<file path="config.mk">
export PLATFORM = sky130hd
export DESIGN_NAME = tt_accum_alu
export DESIGN_NICKNAME = d
export VERILOG_FILES = /design/src/rtl/tt_accum_pkg.sv /design/src/rtl/tt_edge_sync.sv /design/src/rtl/tt_accum_alu.sv
export SDC_FILE = /design/constraint.sdc
export NUM_CORES = 1
export LEC_CHECK = 0
export CAP_MARGIN = 20
export CORE_MARGIN = 1.5
export CORE_UTILIZATION = 58
export CTS_BUF_LIST = sky130_fd_sc_hd__clkbuf_16
export CTS_CLUSTER_DIAMETER = 120
export DETAILED_ROUTE_END_ITERATION = 10
export MAX_ROUTING_LAYER = met4
export PLACE_DENSITY = 0.87
export RECOVER_POWER = 25
export SETUP_SLACK_MARGIN = 0.05
export SYNTH_ARGS = -nofsm -noshare
export SYNTH_HDL_FRONTEND = slang
export SYNTH_HIERARCHICAL = 1
export SYNTH_SLANG_ARGS = --single-unit
</file>
<file path="constraint.sdc">
create_clock -name clk -period 6.8 [get_ports clk]
set_input_delay 1.36 -clock clk [delete_from_list [all_inputs] [get_ports clk]]
set_output_delay 1.36 -clock clk [all_outputs]
set_load 0.005 [all_outputs]
</file>
<file path="src/rtl/tt_accum_pkg.sv">
// Shared opcode encoding, pin constants and parameter checks for the accumulating ALU tile.
package tt_accum_pkg;

  typedef enum logic [1:0] {
    OP_ADD  = 2'b00,
    OP_SUB  = 2'b01,
    OP_LOAD = 2'b10,
    OP_CLR  = 2'b11
  } op_e;

  localparam logic [7:0] UIO_OE_MASK = 8'hF0;

  localparam int FLAG_CARRY = 4;
  localparam int FLAG_OVF   = 5;
  localparam int FLAG_ZERO  = 6;
  localparam int FLAG_SAT   = 7;

  function automatic bit acc_w_legal(input int w);
    return (w >= 8) && (w <= 32) && ((w % 8) == 0);
  endfunction

endpackage

</file>
<file path="src/rtl/tt_edge_sync.sv">
// Per-bit 2-flop synchroniser plus history flop; emits a one-cycle pulse on each rising edge.
module tt_edge_sync #(
  parameter int N = 1
) (
  input  logic         clk,
  input  logic         rst_n,
  input  logic         en,
  input  logic [N-1:0] din,
  output logic [N-1:0] rise
);

  logic [N-1:0] s1;
  logic [N-1:0] s2;
  logic [N-1:0] s3;

  // The history flop keeps running while en is low, so an edge seen then is consumed.
  always_ff @(posedge clk) begin
    if (!rst_n) begin
      s1 <= '0;
      s2 <= '0;
      s3 <= '0;
    end else begin
      s1 <= din;
      s2 <= s1;
      s3 <= s2;
    end
  end

  assign rise = s2 & ~s3 & {N{en}};

endmodule

</file>
<file path="src/rtl/tt_accum_alu.sv">
// Accumulating ALU on the Tiny Tapeout pin set: add/sub/load/clear with flags, byte-serial readout.
module tt_accum_alu
  import tt_accum_pkg::*;
#(
  parameter int ACC_W    = 16,
  parameter int SATURATE = 0
) (
  input  logic       clk,
  input  logic       rst_n,
  input  logic       ena,
  input  logic [7:0] ui_in,
  input  logic [7:0] uio_in,
  output logic [7:0] uo_out,
  output logic [7:0] uio_out,
  output logic [7:0] uio_oe
);

  localparam int NB    = ACC_W / 8;
  localparam int PTR_W = (NB > 1) ? $clog2(NB) : 1;

  if (!acc_w_legal(ACC_W)) begin : g_bad_acc_w
    $error("tt_accum_alu: ACC_W must be a multiple of 8 in 8..32");
  end

  logic [ACC_W-1:0] acc;
  logic [PTR_W-1:0] ptr;
  logic             carry;
  logic             ovf;
  logic             sat;

  logic             stb_ev;
  logic             rd_ev;
  op_e              opc;
  logic [ACC_W-1:0] operand;
  logic [ACC_W:0]   sum;
  logic [ACC_W:0]   diff;
  logic             ovf_add;
  logic             ovf_sub;
  logic [ACC_W-1:0] nxt_acc;
  logic             nxt_carry;
  logic             nxt_ovf;
  logic             nxt_sat;
  logic             unused_ok;

  tt_edge_sync #(.N(2)) u_sync (
    .clk   (clk),
    .rst_n (rst_n),
    .en    (ena),
    .din   ({uio_in[3], uio_in[0]}),
    .rise  ({rd_ev, stb_ev})
  );

  // Opcode and operand are taken live in the event cycle; the host holds them stable.
  assign opc     = op_e'(uio_in[2:1]);
  assign operand = ACC_W'(ui_in);

  assign sum     = {1'b0, acc} + {1'b0, operand};
  assign diff    = {1'b0, acc} - {1'b0, operand};
  assign ovf_add = (acc[ACC_W-1] == operand[ACC_W-1]) && (sum[ACC_W-1] != acc[ACC_W-1]);
  assign ovf_sub = (acc[ACC_W-1] != operand[ACC_W-1]) && (diff[ACC_W-1] != acc[ACC_W-1]);

  always_comb begin
    nxt_acc   = acc;
    nxt_carry = carry;
    nxt_ovf   = ovf;
    nxt_sat   = sat;
    case (opc)
      OP_ADD: begin
        nxt_acc   = sum[ACC_W-1:0];
        nxt_carry = sum[ACC_W];
        nxt_ovf   = ovf_add;
        if ((SATURATE != 0) && sum[ACC_W]) begin
          nxt_acc = '1;
          nxt_sat = 1'b1;
        end
      end
      OP_SUB: begin
        nxt_acc   = diff[ACC_W-1:0];
        nxt_carry = diff[ACC_W];
        nxt_ovf   = ovf_sub;
        if ((SATURATE != 0) && diff[ACC_W]) begin
          nxt_acc = '0;
          nxt_sat = 1'b1;
        end
      end
      OP_LOAD: begin
        nxt_acc   = operand;
        nxt_carry = 1'b0;
        nxt_ovf   = 1'b0;
        nxt_sat   = 1'b0;
      end
      OP_CLR: begin
        nxt_acc   = '0;
        nxt_carry = 1'b0;
        nxt_ovf   = 1'b0;
        nxt_sat   = 1'b0;
      end
      default: ;
    endcase
  end

  // A strobe wins over a coincident rd_next: the pointer returns to the low byte.
  always_ff @(posedge clk) begin
    if (!rst_n) begin
      acc   <= '0;
      ptr   <= '0;
      carry <= 1'b0;
      ovf   <= 1'b0;
      sat   <= 1'b0;
    end else if (stb_ev) begin
      acc   <= nxt_acc;
      carry <= nxt_carry;
      ovf   <= nxt_ovf;
      sat   <= nxt_sat;
      ptr   <= '0;
    end else if (rd_ev) begin
      ptr <= (ptr == PTR_W'(NB - 1)) ? '0 : ptr + 1'b1;
    end
  end

  assign uo_out = 8'(acc >> {ptr, 3'b000});

  always_comb begin
    uio_out             = 8'h00;
    uio_out[FLAG_CARRY] = carry;
    uio_out[FLAG_OVF]   = ovf;
    uio_out[FLAG_ZERO]  = (acc == '0);
    uio_out[FLAG_SAT]   = sat;
  end

  assign uio_oe    = UIO_OE_MASK;
  assign unused_ok = &{1'b0, uio_in[7:4]};

endmodule

</file>
==> results.json, run 1 <==
{
  "synth_seq_cells": 25,
  "maxCapViolCount": 0,
  "ant_nets": 0,
  "synth_edf_count": 0,
  "boundaryPins": 43,
  "combPwrFrac": 0.243,
  "area_growth_pct": 9.76,
  "syn_area_per_cell_um2": 7.77,
  "grt_pass1_vias": 2268,
  "switching_share": 0.298,
  "synth_flop_cell": "dfxtp_1",
  "post-route-util": 0.665,
  "place_congestion": 0.935,
  "diodes": 0,
  "wl_met3_um": 496,
  "slowest_delay_ps": 590,
  "drive_gt1_frac": 0.0683,
  "synth_area_mm2": 0.00242,
  "core_region_area_mm2": 0.00400,
  "final.min_clock_period_ps": 4000,
  "finalSetupViolCount": 0,
  "track_usage": 0.308,
  "worst-path-stages": 5,
  "grt_max_degree": 23,
  "tritoncts": "yes",
  "path_delay_family": "simple AND/OR/NAND/NOR gates",
  "path_cells": "or4_4 > or2_4 > or3_4 > nor3_1 > clkdlybuf4s50_1",
  "crit_path_end": "uio_out[6]",
  "clkLatencyLatePin_ps": 270,
  "yosys_warnings": 6,
  "status": "completed",
  "cts_resized": 0,
  "clk_pin_slew_ps": 70,
  "die_y_um": 67.6,
  "r2r_end": "acc[15]",
  "slew_headroom": 0.411,
  "multiInputGateArea_mm2": 0.00168,
  "synth-seq-area-share": 0.207,
  "r2r_start": "acc[7]",
  "viasPerCell": 6.35,
  "cts_buffer_depth": 2,
  "hold_viol": 0,
  "p_sw_mw": 0.116,
  "overflow": 0,
  "wl_met1_mm": 2.61,
  "routed_wl_mm": 6.24,
  "antenna_found_initial": 0,
  "leakage_nw": 1.09,
  "worst_path_max_delay_cell": "or4_4",
  "period_share": 0.588,
  "p_clk_frac": 0.356,
  "layout_common_cells": "nor2_1, dfxtp_1, clkdlybuf4s50_1, a21oi_1",
  "cts_max_level": 1,
  "critPathMaxFanout": 11,
  "finalNetCount": 363,
  "intPower_mw": 0.274,
  "drtPass1Iterations": 5,
  "drtIter0Drc": 188,
  "wl_met2_mm": 2.95,
  "topRoutingLayerUsed": "met4",
  "rows": 23,
  "vias": 2362,
  "crit_buf_inv": 1,
  "finalSetupTns_ps": 0,
  "critPathCaptureType": "output pin",
  "fin_skew_ps": 4.49,
  "hpwl_mm": 4.39,
  "hold_path_class": "reg2reg",
  "max_freq_mhz": 250,
  "cp-startpoint": "acc[8]",
  "numPortBuffers": 25,
  "irDropWorstVdd_uv": 123,
  "worstPathArrival_ps": 2640,
  "regArea_um2": 500,
  "ys_types": 68,
  "cts_setup_buffers": 0,
  "required_ps": 5440,
  "nFillCells": 344,
  "clockRootBuffer": "clkbuf_16",
  "power_density_mw_per_mm2": 147,
  "synth_top_area_frac": 0.207,
  "start_util": 0.606,
  "postSynthCellCount": 312,
  "r2r_cells": 11,
  "max_slew.worst_pin.slew_ps": 880,
  "cts_hold_buf": 0,
  "cts_buffers": 3,
  "synth_largest_area_cell": "dfxtp_1",
  "dieArea_mm2": 0.00458,
  "cp-start-kind": "flop",
  "grt_pass1_wl_mm": 10.4,
  "crit_type": "reg2out",
  "die_x_um": 67.6,
  "ys_async_sr_fraction": 0,
  "seq_power_share": 0.401,
  "rsz0062_at_grt": "no",
  "cts_sinks": 25,
  "synth_area_leaders": "dfxtp_1, ha_1, buf_4",
  "r2r_slack_ps": 4110,
  "drv_slew": 0,
  "post-route-drc-count": 0,
  "wl_per_cell_um": 16.8
}
-- how the worst min path moves through the flow --
stage | from | endpoint | cells past startpoint
6_report | u_sync/s1[1] | u_sync/s2[1] | 1
5_1_grt | u_sync/s1[0] | u_sync/s2[0] | 1
4_1_cts | u_sync/s1[0] | u_sync/s2[0] | 1
3_5_place_dp | u_sync/s1[0] | u_sync/s2[0] | 1
3_3_place_gp | u_sync/s1[0] | u_sync/s2[0] | 1
2_1_floorplan | u_sync/s1[0] | u_sync/s2[0] | 1
-- layer usage --
layer / global-route usage / vias up
li1: - / 1120
met1: 0.385 / 1097
met2: 0.501 / 126
met3: 0.0367 / 19
met4: 0.130 / 0
met5: - / -
-- worst reg2reg max path: cells and delay by family (launching register included) --
kind,cells,cell delay (ps)
simple gates,5,980
fa+ha+maj,2,640
compound gates,4,570
flops,1,460
-- power by group through the flow --
| stage | sequential (mW) | combinational [mW] | clock (mW) |
|---|---|---|---|
| after global placement | 0.159 | 0.0900 | 0 |
| after floorplan | 0.157 | 0.0696 | 0 |
| after detailed placement | 0.160 | 0.0924 | 0 |
| final | 0.156 | 0.0948 | 0.139 |
| after CTS | 0.156 | 0.0934 | 0.140 |
| after global routing | 0.157 | 0.105 | 0.144 |
-- synthesized netlist by cell type (4+ instances only) --
cell type   n
o21ai_1     5
nor2_1     25
nor3_1      6
and2_1      6
dfxtp_1    25
a31oi_1     7
o211ai_1    5
nand3_1     7
ha_1       19
nand2b_1    7
inv_1      19
o21a_1      5
nor2b_1    10
nand2_1    17
a21oi_1    21
a211oi_1    5
clkbuf_1   10
buf_4      15
mux2_2      6
xnor2_1     4
o21ai_0    16
o31ai_1     6
mux2i_1     5
-- state kept, by name, summed over array words and instances, names as in the netlist --
signal	cells
ptr	1
u_sync/s2	2
u_sync/s1	2
u_sync/s3	2
acc	16
carry	1
ovf	1
-- final cells by class --
cell class,count,area share
Multi-Input combinational cell,247,0.632
Timing Repair Buffer,26,0.0969
Inverter,20,0.0282
Tap cell,50,0.0235
Clock buffer,3,0.0282
Sequential cell,25,0.188
Clock inverter,1,0.00282
-- logic make-up after synthesis --
group	count (synthesis)	share of synthesized area
AO/OA/AOI/OAI	92	0.251
other	2	0.00310
adder cells (fa/ha/maj)	21	0.115
AND/OR/NAND/NOR	106	0.245
XOR/XNOR	4	0.0145
buffers and inverters	51	0.117
multiplexers	11	0.0485
flip-flops	25	0.207
-- per-stage QoR --
| step | power, mW | worst slack [ps] | hold WS (ps) | instance area (um2) | instances |
|---|---|---|---|---|---|
| detailed placement | 0.252 | 2640 | 420 | 2580 | 368 |
| finish | 0.390 | 2800 | 439 | 2660 | 372 |
| CTS | 0.390 | 2810 | 439 | 2660 | 372 |
| global placement | 0.249 | 2700 | 416 | 2580 | 368 |
| global route | 0.407 | 2550 | 456 | 2660 | 372 |
| floorplan | 0.226 | 3470 | 412 | 2460 | 323 |
No activity file was read; power rests on OpenSTA's default activity.
==> inputs of run 2 (changes only) <==
--- a/config.mk
+++ b/config.mk
@@ -7,12 +7,12 @@
 export LEC_CHECK = 0
 export CAP_MARGIN = 20
 export CORE_MARGIN = 1.5
-export CORE_UTILIZATION = 58
+export CORE_UTILIZATION = 54
 export CTS_BUF_LIST = sky130_fd_sc_hd__clkbuf_16
 export CTS_CLUSTER_DIAMETER = 120
 export DETAILED_ROUTE_END_ITERATION = 10
 export MAX_ROUTING_LAYER = met4
-export PLACE_DENSITY = 0.87
+export PLACE_DENSITY = 0.82
 export RECOVER_POWER = 25
 export SETUP_SLACK_MARGIN = 0.05
 export SYNTH_ARGS = -nofsm -noshare
==> constraint.sdc (replaced) <==
create_clock -name clk -period 4.1 [get_ports clk]
set_input_delay 0.82 -clock clk [delete_from_list [all_inputs] [get_ports clk]]
set_output_delay 0.82 -clock clk [all_outputs]
set_load 0.005 [all_outputs]
==> results.json, run 2 (same netlist as run 1, synthesis figures left out) <==
{
  "status": "completed",
  "largest_reg_flops": 16,
  "crit_type": "reg2out",
  "boundaryPins": 43,
  "cts_sinks": 25,
  "top_register": "acc",
  "hpwl_mm": 4.46,
  "clkLatencyLatePin_ps": 270,
  "clockRootBuffer": "clkbuf_16",
  "grt_pass1_vias": 2126,
  "wl_met3_um": 448,
  "cts_buffer_depth": 2,
  "wl_per_cell_um": 16.3,
  "max_freq_mhz": 290,
  "overflow": 0,
  "cts_buffers": 3,
  "grt_max_degree": 22,
  "die_y_um": 70.0,
  "irDropWorstVdd_uv": 193,
  "power_density_mw_per_mm2": 242,
  "power_mw": 0.651,
  "clk_pin_slew_ps": 70,
  "critPathCaptureType": "output pin",
  "core_region_area_mm2": 0.00432,
  "p_clk_frac": 0.361,
  "cp-start-kind": "flop",
  "holdWs_ps": 441,
  "routed_wl_mm": 6.14,
  "track_usage": 0.260,
  "setup_ws_ps": 655,
  "seq_power_share": 0.398,
  "post-route-drc-count": 0,
  "cts_setup_buffers": 0,
  "worst_path_max_delay_cell": "or4_4",
  "maxCapViolCount": 0,
  "combPwrFrac": 0.242,
  "leakage_nw": 1.11,
  "period_share": 0.840,
  "area_growth_pct": 10.8,
  "crit_buf_inv": 1,
  "drive_gt1_frac": 0.0769,
  "viasPerCell": 6.16,
  "slowest_delay_ps": 590,
  "slew_headroom": 0.553,
  "worst-path-stages": 5,
  "max_slew.worst_pin.slew_ps": 670,
  "rows": 24,
  "finalNetCount": 366,
  "dieArea_mm2": 0.00490,
  "ant_nets": 0,
  "worstPathArrival_ps": 2630,
  "path_delay_family": "simple AND/OR/NAND/NOR gates",
  "switching_share": 0.300,
  "diodes": 0,
  "finalSetupViolCount": 0,
  "fin_skew_ps": 2.01,
  "critPathMaxFanout": 11,
  "cts_resized": 0,
  "p_sw_mw": 0.195,
  "final.min_clock_period_ps": 3450,
  "intPower_mw": 0.456,
  "vias": 2321,
  "grt_pass1_wl_mm": 10.1,
  "drtPass1Iterations": 5,
  "required_ps": 3280,
  "drtIter0Drc": 255,
  "drv_slew": 0,
  "path_cells": "or4_4 > or2_4 > or3_4 > nor3_1 > clkdlybuf4s50_1",
  "wl_met2_mm": 2.88,
  "finalSetupTns_ps": 0,
  "hold_viol": 0,
  "whs_path_depth": 1,
  "layout_common_cells": "nor2_1, dfxtp_1, clkdlybuf4s50_1, a21oi_1",
  "antenna_found_initial": 0,
  "numPortBuffers": 25,
  "tritoncts": "yes",
  "topRoutingLayerUsed": "met4",
  "start_util": 0.560,
  "place_congestion": 0.917,
  "dpl_worst_slack_ps": 505,
  "die_x_um": 70.0,
  "cts_hold_buf": 0,
  "rsz0062_at_grt": "no",
  "cts_max_level": 1,
  "r2r_cells": 11,
  "hold_path_class": "reg2reg",
  "wl_met1_mm": 2.61
}
## run 2: cell types whose count changed in the layout (fill, tap and decap cells not counted)
| cell | delta |
|---|---|
| and2_1 | -1 |
| and2_0 | +1 |
| buf_4 | +3 |
## run 2: layout make-up
class,count,area (um2)
multi-input combinational,247,1680
fill,405,1640
sequential,25,500
timing repair buffer,29,280
clock buffer,3,75.1
inverter,20,75.1
tap,52,65.1
clock inverter,1,7.51
## run 2: worst paths after layout
check	endpoint	slack, ps	start
worst min-delay path	u_sync/s2[1]	440	u_sync/s1[1]
worst max register to register	acc[15]	1460	acc[6]
worst min register to register	u_sync/s2[1]	440	u_sync/s1[1]
worst max-delay path	uio_out[6]	650	acc[8]
## run 2: stage by stage
step | std cells | util | cell area [um2]
final | 377 | 0.621 | 2690
after CTS | 377 | 0.621 | 2690
after floorplan | 323 | - | 2460
after global placement | 373 | 0.602 | 2600
after detailed placement | 373 | 0.602 | 2600
after global routing | 377 | 0.621 | 2690
## run 2: layer usage
metal	track usage	up-vias
li1	-	1123
met3	0.0289	18
met2	0.422	112
met4	0.0876	0
met1	0.339	1068
met5	-	-
## run 2: power groups by stage
stage | clock [mW] | sequential [mW] | combinational, mW
floorplan | 0 | 0.260 | 0.116
global placement | 0 | 0.264 | 0.152
detailed placement | 0 | 0.264 | 0.155
CTS | 0.236 | 0.259 | 0.156
global route | 0.247 | 0.260 | 0.173
finish | 0.235 | 0.259 | 0.157
